`src/rtl/adder_pipe.sv`:
```
`default_nettype none
// ============================================================================
// Module   : adder_pipe
// Brief    : Pipelined ripple-carry add/subtract unit. Each stage ripples one
//            CHUNK-bit slice; valid/ready handshake with carry/ovf/zero flags.
// Revision : 1.0 - initial release
// ============================================================================
module adder_pipe #(
    parameter int WIDTH  = 32,
    parameter int STAGES = 4
) (
    input  logic             clock,
    input  logic             reset,
    input  logic             io_in_valid,
    output logic             io_in_ready,
    input  logic [WIDTH-1:0] io_in_A,
    input  logic [WIDTH-1:0] io_in_B,
    input  logic             io_in_Cin,
    input  logic             io_in_sub,
    output logic             io_out_valid,
    input  logic             io_out_ready,
    output logic [WIDTH-1:0] io_out_Sum,
    output logic             io_out_Cout,
    output logic             io_out_Ovf,
    output logic             io_out_Zero
);
    localparam int c_CHUNK = WIDTH / STAGES;
    localparam int c_LAST  = STAGES - 1;

    logic [STAGES-1:0] r_v_q, w_v_d;
    logic [STAGES-1:0] r_c_q, w_c_d;
    logic [STAGES-1:0] w_adv;
    logic [WIDTH-1:0]  r_sum_q [STAGES];
    logic [WIDTH-1:0]  w_sum_d [STAGES];
    logic [WIDTH-1:0]  r_a_q   [STAGES];
    logic [WIDTH-1:0]  w_a_d   [STAGES];
    logic [WIDTH-1:0]  r_b_q   [STAGES];
    logic [WIDTH-1:0]  w_b_d   [STAGES];
    logic              r_ovf_q, w_ovf_d;
    logic              r_zero_q, w_zero_d;

    logic [STAGES-1:0] w_src_v, w_src_c;
    logic [WIDTH-1:0]  w_src_a   [STAGES];
    logic [WIDTH-1:0]  w_src_b   [STAGES];
    logic [WIDTH-1:0]  w_src_sum [STAGES];

    logic [WIDTH-1:0]  w_rsum;
    logic              w_carry;
    logic              w_cmsb;
    logic              w_unused;

    // Stage 0 takes the effective operands; later stages take the previous stage registers.
    always_comb begin : p_src
        w_src_v[0]   = io_in_valid;
        w_src_c[0]   = io_in_sub | io_in_Cin;
        w_src_a[0]   = io_in_A;
        w_src_b[0]   = io_in_sub ? ~io_in_B : io_in_B;
        w_src_sum[0] = '0;
        for (int k = 1; k < STAGES; k++) begin
            w_src_v[k]   = r_v_q[k-1];
            w_src_c[k]   = r_c_q[k-1];
            w_src_a[k]   = r_a_q[k-1];
            w_src_b[k]   = r_b_q[k-1];
            w_src_sum[k] = r_sum_q[k-1];
        end
    end

    // Advance chain runs from the output back to the input so bubbles collapse.
    always_comb begin : p_ready
        w_adv         = '0;
        w_adv[c_LAST] = ~r_v_q[c_LAST] | io_out_ready;
        for (int k = STAGES - 2; k >= 0; k--) begin
            w_adv[k] = ~r_v_q[k] | w_adv[k+1];
        end
    end

    always_comb begin : p_stage
        w_v_d    = r_v_q;
        w_c_d    = r_c_q;
        w_ovf_d  = r_ovf_q;
        w_zero_d = r_zero_q;
        w_rsum   = '0;
        w_carry  = 1'b0;
        w_cmsb   = 1'b0;
        for (int k = 0; k < STAGES; k++) begin
            w_sum_d[k] = r_sum_q[k];
            w_a_d[k]   = r_a_q[k];
            w_b_d[k]   = r_b_q[k];
            w_rsum     = w_src_sum[k];
            w_carry    = w_src_c[k];
            w_cmsb     = 1'b0;
            for (int i = 0; i < WIDTH; i++) begin
                if ((i >= k * c_CHUNK) && (i < (k + 1) * c_CHUNK)) begin
                    if (i == WIDTH - 1) begin
                        w_cmsb = w_carry;
                    end
                    w_rsum[i] = w_src_a[k][i] ^ w_src_b[k][i] ^ w_carry;
                    w_carry   = (w_src_a[k][i] & w_src_b[k][i])
                              | (w_carry & (w_src_a[k][i] ^ w_src_b[k][i]));
                end
            end
            if (w_adv[k]) begin
                w_v_d[k] = w_src_v[k];
                if (w_src_v[k]) begin
                    w_sum_d[k] = w_rsum;
                    w_a_d[k]   = w_src_a[k];
                    w_b_d[k]   = w_src_b[k];
                    w_c_d[k]   = w_carry;
                    // Flags are only meaningful once the full-width sum exists.
                    if (k == c_LAST) begin
                        w_ovf_d  = w_cmsb ^ w_carry;
                        w_zero_d = (w_rsum == '0);
                    end
                end
            end
        end
    end

    always_ff @(posedge clock or posedge reset) begin : p_regs
        if (reset) begin
            r_v_q    <= '0;
            r_c_q    <= '0;
            r_ovf_q  <= 1'b0;
            r_zero_q <= 1'b0;
            for (int k = 0; k < STAGES; k++) begin
                r_sum_q[k] <= '0;
                r_a_q[k]   <= '0;
                r_b_q[k]   <= '0;
            end
        end else begin
            r_v_q    <= w_v_d;
            r_c_q    <= w_c_d;
            r_ovf_q  <= w_ovf_d;
            r_zero_q <= w_zero_d;
            for (int k = 0; k < STAGES; k++) begin
                r_sum_q[k] <= w_sum_d[k];
                r_a_q[k]   <= w_a_d[k];
                r_b_q[k]   <= w_b_d[k];
            end
        end
    end

    // Last-stage operand copies have no consumer.
    assign w_unused     = ^{r_a_q[c_LAST], r_b_q[c_LAST]};

    assign io_in_ready  = w_adv[0];
    assign io_out_valid = r_v_q[c_LAST];
    assign io_out_Sum   = r_sum_q[c_LAST];
    assign io_out_Cout  = r_c_q[c_LAST];
    assign io_out_Ovf   = r_ovf_q;
    assign io_out_Zero  = r_zero_q;

endmodule
`default_nettype wire

```
`config.mk`:
```
export PLATFORM = sky130hd
export DESIGN_NAME = adder_pipe
export DESIGN_NICKNAME = d
export VERILOG_FILES = /design/src/rtl/adder_pipe.sv
export SDC_FILE = /design/constraint.sdc
export NUM_CORES = 1
export LEC_CHECK = 0
export ABC_AREA = 1
export ABC_CLOCK_PERIOD_IN_PS = 8200
export BUFFER_PORTS_ARGS = -buffer_cell sky130_fd_sc_hd__buf_4
export CORE_MARGIN = 2
export CORE_UTILIZATION = 58
export DETAILED_ROUTE_END_ITERATION = 10
export PLACE_DENSITY = 0.85
export SLEW_MARGIN = 30
export SYNTH_ARGS = -nofsm -noshare
export SYNTH_HDL_FRONTEND = slang
export SYNTH_SLANG_ARGS = --single-unit
```
`constraint.sdc`:
```
create_clock -name clock -period 8.2 [get_ports clock]
set_clock_uncertainty 0.1 [all_clocks]
set_input_delay 2.05 -clock clock [delete_from_list [all_inputs] [get_ports clock]]
set_output_delay 2.05 -clock clock [all_outputs]
set_load 0.01 [all_outputs]
```
==> results of run 1 <==
[metal layers]
layer | wire length [um] | vias to the layer above | track usage (%)
met3 | 857 | 26 | 4.47
met1 | 7720 | 2880 | 33.4
met2 | 7750 | 177 | 34.9
met4 | 259 | 0 | 7.14
li1 | - | 2829 | -
met5 | 0 | - | 0
[placed cells by master (no fill, tap or decap), types with 2 or more instances in the layout]
cell type,instances
a21oi_1,25
buf_4,112
bufinv_16,3
clkbuf_1,3
clkbuf_16,17
clkbuf_8,4
clkinv_2,5
dfrtp_1,186
fa_1,32
inv_1,52
nand2_1,277
nand2_4,3
nand3_1,83
nor2_1,44
o21ai_0,61
xnor2_1,31
xor2_1,2
[worst max path at each step]
stage,from,endpoint,cells after the start
floorplan,reset,io_out_Ovf,1
global placement,io_in_sub,r_sum_q[103],13
detailed placement,io_in_sub,r_sum_q[103],13
CTS,io_in_sub,r_sum_q[103],13
global route,io_in_sub,r_sum_q[103],13
finish,io_in_sub,r_sum_q[103],13
[power by group through the flow]
stage	logic [uW]	clock network, uW	registers [uW]
2_1_floorplan	861	0	1420
4_1_cts	1120	845	1470
3_3_place_gp	1050	0	1470
6_report	1110	837	1470
3_5_place_dp	1100	0	1480
5_1_grt	1280	881	1510
[registers in the layout (all words and copies together), names as in the netlist]
name,flops
r_a_q,48
r_v_q,4
r_b_q,48
io_out_Zero,1
io_out_Sum,32
r_sum_q,48
io_out_Ovf,1
r_c_q,4
[worst max-delay path, delay by kind of cell]
kind,cells,cell delay (ns)
adders and majority gates,8,3.21
buffers and inverters,2,0.52
and+or+nand+nor,3,0.31
[cells by family (layout without fill, tap and decap cells)]
family | after synthesis | after routing | share of synthesized area [%]
flops | 186 | 186 | 55.5
fa+ha+maj | 32 | 32 | 7.64
xor+xnor | 33 | 33 | 3.45
buf+inv | 135 | 199 | 8.18
simple gates | 410 | 410 | 20.0
compound gates | 87 | 87 | 5.22
[final cells by class]
cell class                 count  area (um^2)
sequential                   186         4650
fill                        1084         4400
multi-input combinational    562         3050
timing repair buffer         112          841
clock buffer                  24          492
tap                          180          225
inverter                      55          211
clock inverter                 8          115
[metrics by stage]
step / hold WS [ns] / std cells / instance area [um^2] / total power (uW) / util, %
floorplan: 0.342 / 883 / 8390 / 2280 / -
global placement: 0.355 / 1095 / 8980 / 2520 / 64.2
global route: 0.386 / 1127 / 9590 / 3670 / 68.6
CTS: 0.378 / 1127 / 9590 / 3430 / 68.6
finish: 0.371 / 1127 / 9590 / 3420 / 68.6
detailed placement: 0.362 / 1095 / 8980 / 2580 / 64.2
==> metrics.md, run 1 <==
| Metric | Value |
|---|---|
| Pins Over Slew Limit | `0` |
| Gate power share | `about a third` |
| First DRT Iteration DRCs | `roughly 560` |
| Cts hold-fix bufs | `0` |
| CTS clock-pin slew for the worst setup and hold paths | `roughly 0.060 ns` |
| Top FF cell, synth | `dfrtp_1` |
| CTS Buf Count | `17` |
| Power Dens Cells | `~360 nW/um^2` |
| CP cell instances | `buf_4 -> nor2_1 -> fa_1 -> fa_1 -> fa_1 -> fa_1 -> fa_1 -> fa_1 -> fa_1 -> inv_1 -> fa_1 -> nand3_1 -> nand2_1` |
| Total track usage | `22.8%` |
| Internal | `approximately 2200 uW` |
| Top-count cell post-synth | `nand2_1` |
| Vias in the first global route | `5875` |
| Dpl ws | `between 1.5 and 2 ns` |
| Hold Crit Class | `reg2reg` |
| Pin count of the biggest net entering global routing | `85` |
| Post-synth ARST share | `100%` |
| GPL Wtd Cong | `around 0.77` |
| Sum of negative setup slack | `0 ns` |
| Crit path top cell by count | `fa_1` |
| Synth-to-layout area growth | `14.4%` |
| Final nets | `between 1000 and 1500` |
| Die X | `~120 um` |
| Top cells by count, synth | `nand2_1 (277), dfrtp_1 (186), nand3_1 (83), o21ai_0 (61), inv_1 (53)` |
| Worst r2r src | `r_c_q[2]` |
| EDFF count, synth | `0` |
| Row count | `between 40 and 50` |
| Synth area leader | `dfrtp_1` |
| Sequential share of the synthesized area | `a little under three fifths` |
| Post-Synthesis Cells | `a little under 900` |
| Required time of the critical path | `around 8.4 ns` |
| Crit-path slowest cell | `fa_1` |
| Post-Route WL | `~17000 um` |
| Slew HR | `49.9%` |
| Worst slew pin tran | `around 0.75 ns` |
| Worst setup margin | `2.32 ns` |
| Worst R2R Path Depth | `17` |
| Clock Latency Late Sink | `0.42 ns` |
| Clock power share | `around a quarter` |
| Final hold vios | `0` |
| Residual DRC | `0` |
| DIE AREA | `15400 um^2` |
| Dominant cells by area after synthesis | `dfrtp_1 (55%), nand2_1 (12%), fa_1 (7.6%)` |
| Vias per inst | `around 5.2` |
| First-pass GRT wire length | `28700 um` |
| Proportion of layout cells with a drive suffix above 1 | `between 10% and 20%` |
| Startpoint Class | `input pin` |
| Crit path DAT | `between 6 and 7 ns` |
| Share of the synthesized area in the top cell type | `between 50% and 60%` |
| Synthesized cell area | `~8400 um^2` |
| Initial core utilization | `60.0%` |
| Sequential share of power | `between 40% and 50%` |
| Status | `finished, final reports clean` |
| Maxcap violations | `0` |
| Syn_area_per_cell | `9.50 um^2` |
| CTS tree | `done` |
| CTS Buffer Depth | `2` |
| Synth Register Bits | `186` |
| Root buffer cell | `clkbuf_16` |
| CP max stage delay | `0.45 ns` |
| Io pins | `between 100 and 150` |
| WL/cell | `14.7 um` |
| # setup viols final | `0` |
| Hold EP | `r_a_q[114]` |
| Switch share | `a little over a third` |
| # Post-CTS Setup Buffers | `0` |
| Final period utilization | `71.7%` |
| Die H | `124 um` |
| Initial antenna violation count | `0` |
| Total core area | `between 10000 and 15000 um^2` |
| Static leakage | `~0.0049 uW` |
| Clock sinks | `around 190` |
| Post-synth net total | `between 900 and 1000` |
| RSZ-0062 raised after global routing | `false` |
| Max VDD drop | `~0.00021 V` |
| FF-to-FF setup slack | `~4.0 ns` |
| Vias | `a little under 6000` |
| Gr ovfl total | `0` |
| Fmax achieved | `about 170 MHz` |
| Switching power | `about 1200 uW` |
| Yosys cell types | `22` |
| Ant diodes | `0` |
| Yosys Warn Count | `0` |
| WS Path Type | `in2reg` |
| Hpwl dp | `11100 um` |
| Drt first pass iters | `5` |
| Crit end category | `flop` |
| WHS Path Cells | `2` |
| R2R Path End | `io_out_Zero` |
| Hold Crit Start | `r_a_q[114]` |
| Post-layout min period | `slightly below 6 ns` |
| I/O Buffers | `between 100 and 150` |
| CTS resizes | `0` |
| # H-tree levels | `4` |
| Post-route ant nets | `0` |
| Crit Path Max Fanout | `33` |
Power figures use the tool's default switching activity.
==> run 2, diff against run 1 <==
ABC_CLOCK_PERIOD_IN_PS = 5000   (was 8200)
CORE_UTILIZATION = 52   (was 58)
PLACE_DENSITY = 0.81   (was 0.85)
clock period = 5 ns   (was 8.2 ns; I/O delays follow)
==> run 2 against run 1 <==
Setup slack got worse by 1.9 ns. Sequential cell count is the same. Final area up 1.3%. Clock-buffer cell count fell by 1. Sequential power increased by 64%. Sequential share of layout area down 0.63 points. Worst hold slack gained 0.0011 ns. Register-to-register slack worse by 3.1 ns. Total power grew 67%. Global-route usage shrank 1.6 points. Via count down 2.0%.
==> metrics.md, run 2 (synthesized netlist as in run 1, its figures left out) <==
| Metric | Value |
|---|---|
| Clock Latency Late Sink | `between 0.4 and 0.5 ns` |
| Residual DRC | `0` |
| FF-to-FF setup slack | `between 0.8 and 0.9 ns` |
| Crit path DAT | `about 4.8 ns` |
| Final nets | `between 1000 and 1500` |
| Sum of negative setup slack | `0 ns` |
| Initial core utilization | `53.0%` |
| Required time of the critical path | `between 5 and 6 ns` |
| I/O Buffers | `106` |
| Post-route ant nets | `0` |
| Sequential share of power | `42.2%` |
| Vias in the first global route | `5675` |
| # setup viols final | `0` |
| Status | `finished, final reports clean` |
| CP cell instances | `buf_4 -> xnor2_1 -> fa_2 -> fa_1 -> fa_1 -> fa_2 -> fa_2 -> fa_2 -> fa_1 -> inv_1 -> fa_1 -> nand3_1 -> nand2_1` |
| Gate power share | `a little under a third` |
| Synth-to-layout area growth | `15.8%` |
| Placed Instance Area | `9060 um^2` |
| Max VDD drop | `~0.00034 V` |
| CTS clock-pin slew for the worst setup and hold paths | `approximately 0.060 ns` |
| Vias per inst | `4.98` |
| Row count | `46` |
| Hold EP | `r_sum_q[70]` |
| Crit-path slowest cell | `fa_1` |
| Most common cell after layout, fill and taps aside | `nand2_1` |
| Io pins | `between 100 and 150` |
| WS Path Type | `in2reg` |
| Clock power share | `around a quarter` |
| Die H | `approximately 130 um` |
| Most frequent cells in the layout | `nand2_1 (277), dfrtp_1 (186), buf_4 (112), nand3_1 (83), o21ai_0 (61)` |
| Cts hold-fix bufs | `0` |
| Switching power | `between 1500 and 2000 uW` |
| Power Dens Cells | `between 500 and 600 nW/um^2` |
| WL/cell | `14.6 um` |
| Biggest regs | `r_a_q: 48 flops, r_b_q: 48 flops, r_sum_q: 48 flops` |
| Fmax achieved | `~220 MHz` |
| Startpoint Class | `input pin` |
| RSZ-0062 raised after global routing | `false` |
| Worst slew pin tran | `about 0.85 ns` |
| CP Buf/Inv Count | `2` |
| Final period utilization | `roughly nine tenths` |
| Slew HR | `between 40% and 50%` |
| # H-tree levels | `4` |
| Proportion of layout cells with a drive suffix above 1 | `15.9%` |
| Worst R2R Path Depth | `17` |
| CTS Buf Count | `17` |
| WHS Path Cells | `2` |
| Clock sinks | `186` |
| Filler instances | `1310` |
| Switch share | `34.4%` |
| Crit Path Max Fanout | `4` |
| Pins Over Slew Limit | `0` |
| Pin count of the biggest net entering global routing | `162` |
| Drt first pass iters | `5` |
| Hpwl dp | `around 11000 um` |
| CTS Buffer Depth | `2` |
| CP max stage delay | `0.43 ns` |
| Total track usage | `between 20% and 30%` |
| Final instance area | `around 9700 um^2` |
| Static leakage | `0.00492 uW` |
| DIE AREA | `around 17000 um^2` |
| Hold Crit Class | `reg2reg` |
| Internal | `about 3800 uW` |
| R2R Path End | `io_out_Zero` |
| First-pass GRT wire length | `27900 um` |
| GPL Wtd Cong | `approximately 0.79` |
| First DRT Iteration DRCs | `about 480` |
| Crit end category | `flop` |
| Post-Route WL | `around 17000 um` |
| Gr ovfl total | `0` |
| Final hold vios | `0` |
| CP delay by family, top | `adder cells` |
| Root buffer cell | `clkbuf_16` |
| Worst setup margin | `0.427 ns` |
| Die X | `131 um` |
| # Post-CTS Setup Buffers | `0` |
| Hold Crit Start | `r_sum_q[70]` |
| CTS tree | `done` |
| Total core area | `15800 um^2` |
| Maxcap violations | `0` |
| Vias | `~5800` |
| Initial antenna violation count | `0` |
| Worst r2r src | `r_c_q[2]` |
| CTS resizes | `0` |
| Dpl ws | `0.00675 ns` |
| WHS | `roughly 0.37 ns` |
| Post-layout min period | `~4.6 ns` |
| Ant diodes | `0` |
run 2: changes by cell type in the layout (fill, tap and decap cells not counted), moves of 2 or more:
cell	change
fa_1	-4
fa_2	+4
bufinv_16	+3
clkinv_2	-3
clkbuf_8	-2
run 2: worst max-delay path by stage:
stage / startpoint / to / slack (ns) / cells past startpoint
floorplan: io_in_sub / r_sum_q[103] / 0.02 / 14
global placement: io_in_sub / r_sum_q[103] / 0.12 / 13
detailed placement: io_in_sub / r_sum_q[103] / 0.007 / 13
CTS: io_in_sub / r_sum_q[103] / 0.42 / 13
global route: io_in_sub / r_sum_q[103] / 0.33 / 13
finish: io_in_sub / r_sum_q[103] / 0.43 / 13
run 2: per-stage QoR:
stage / instances / total power (uW) / util, %
floorplan: 883 / 3740 / -
global placement: 1132 / 4130 / 57.2
detailed placement: 1132 / 4230 / 57.2
CTS: 1163 / 5760 / 61.4
global route: 1163 / 6140 / 61.4
finish: 1163 / 5720 / 61.4
run 2: power by group through the flow:
stage / Sequential [uW] / Clock (uW) / Combinational (uW)
finish: 2410 / 1500 / 1810
global route: 2480 / 1580 / 2090
CTS: 2410 / 1520 / 1830
detailed placement: 2430 / 0 / 1800
global placement: 2400 / 0 / 1730
floorplan: 2330 / 0 / 1410
run 2: worst min-delay path, delay by kind of cell (launching register included):
| kind | cells | cell delay, ns |
|---|---|---|
| flops | 1 | 0.34 |
| simple gates | 2 | 0.09 |
run 2: routing by layer:
layer / track usage, % / part of all wire (%) / wire length, um
met4: 7.26 / 1.8 / 299
met1: 30.1 / 46 / 7810
met2: 32.6 / 46 / 7870
met5: 0 / 0 / 0
met3: 4.72 / 5.7 / 972
run 2: final cells by class:
type / instances / area, um^2 / area share [%]
Clock buffer: 23 / 468 / 4.82
Timing Repair Buffer: 113 / 861 / 8.86
Sequential cell: 186 / 4650 / 47.9
Clock inverter: 8 / 190 / 1.96
Tap cell: 216 / 270 / 2.78
Inverter: 55 / 210 / 2.16
Multi-Input combinational cell: 562 / 3060 / 31.5
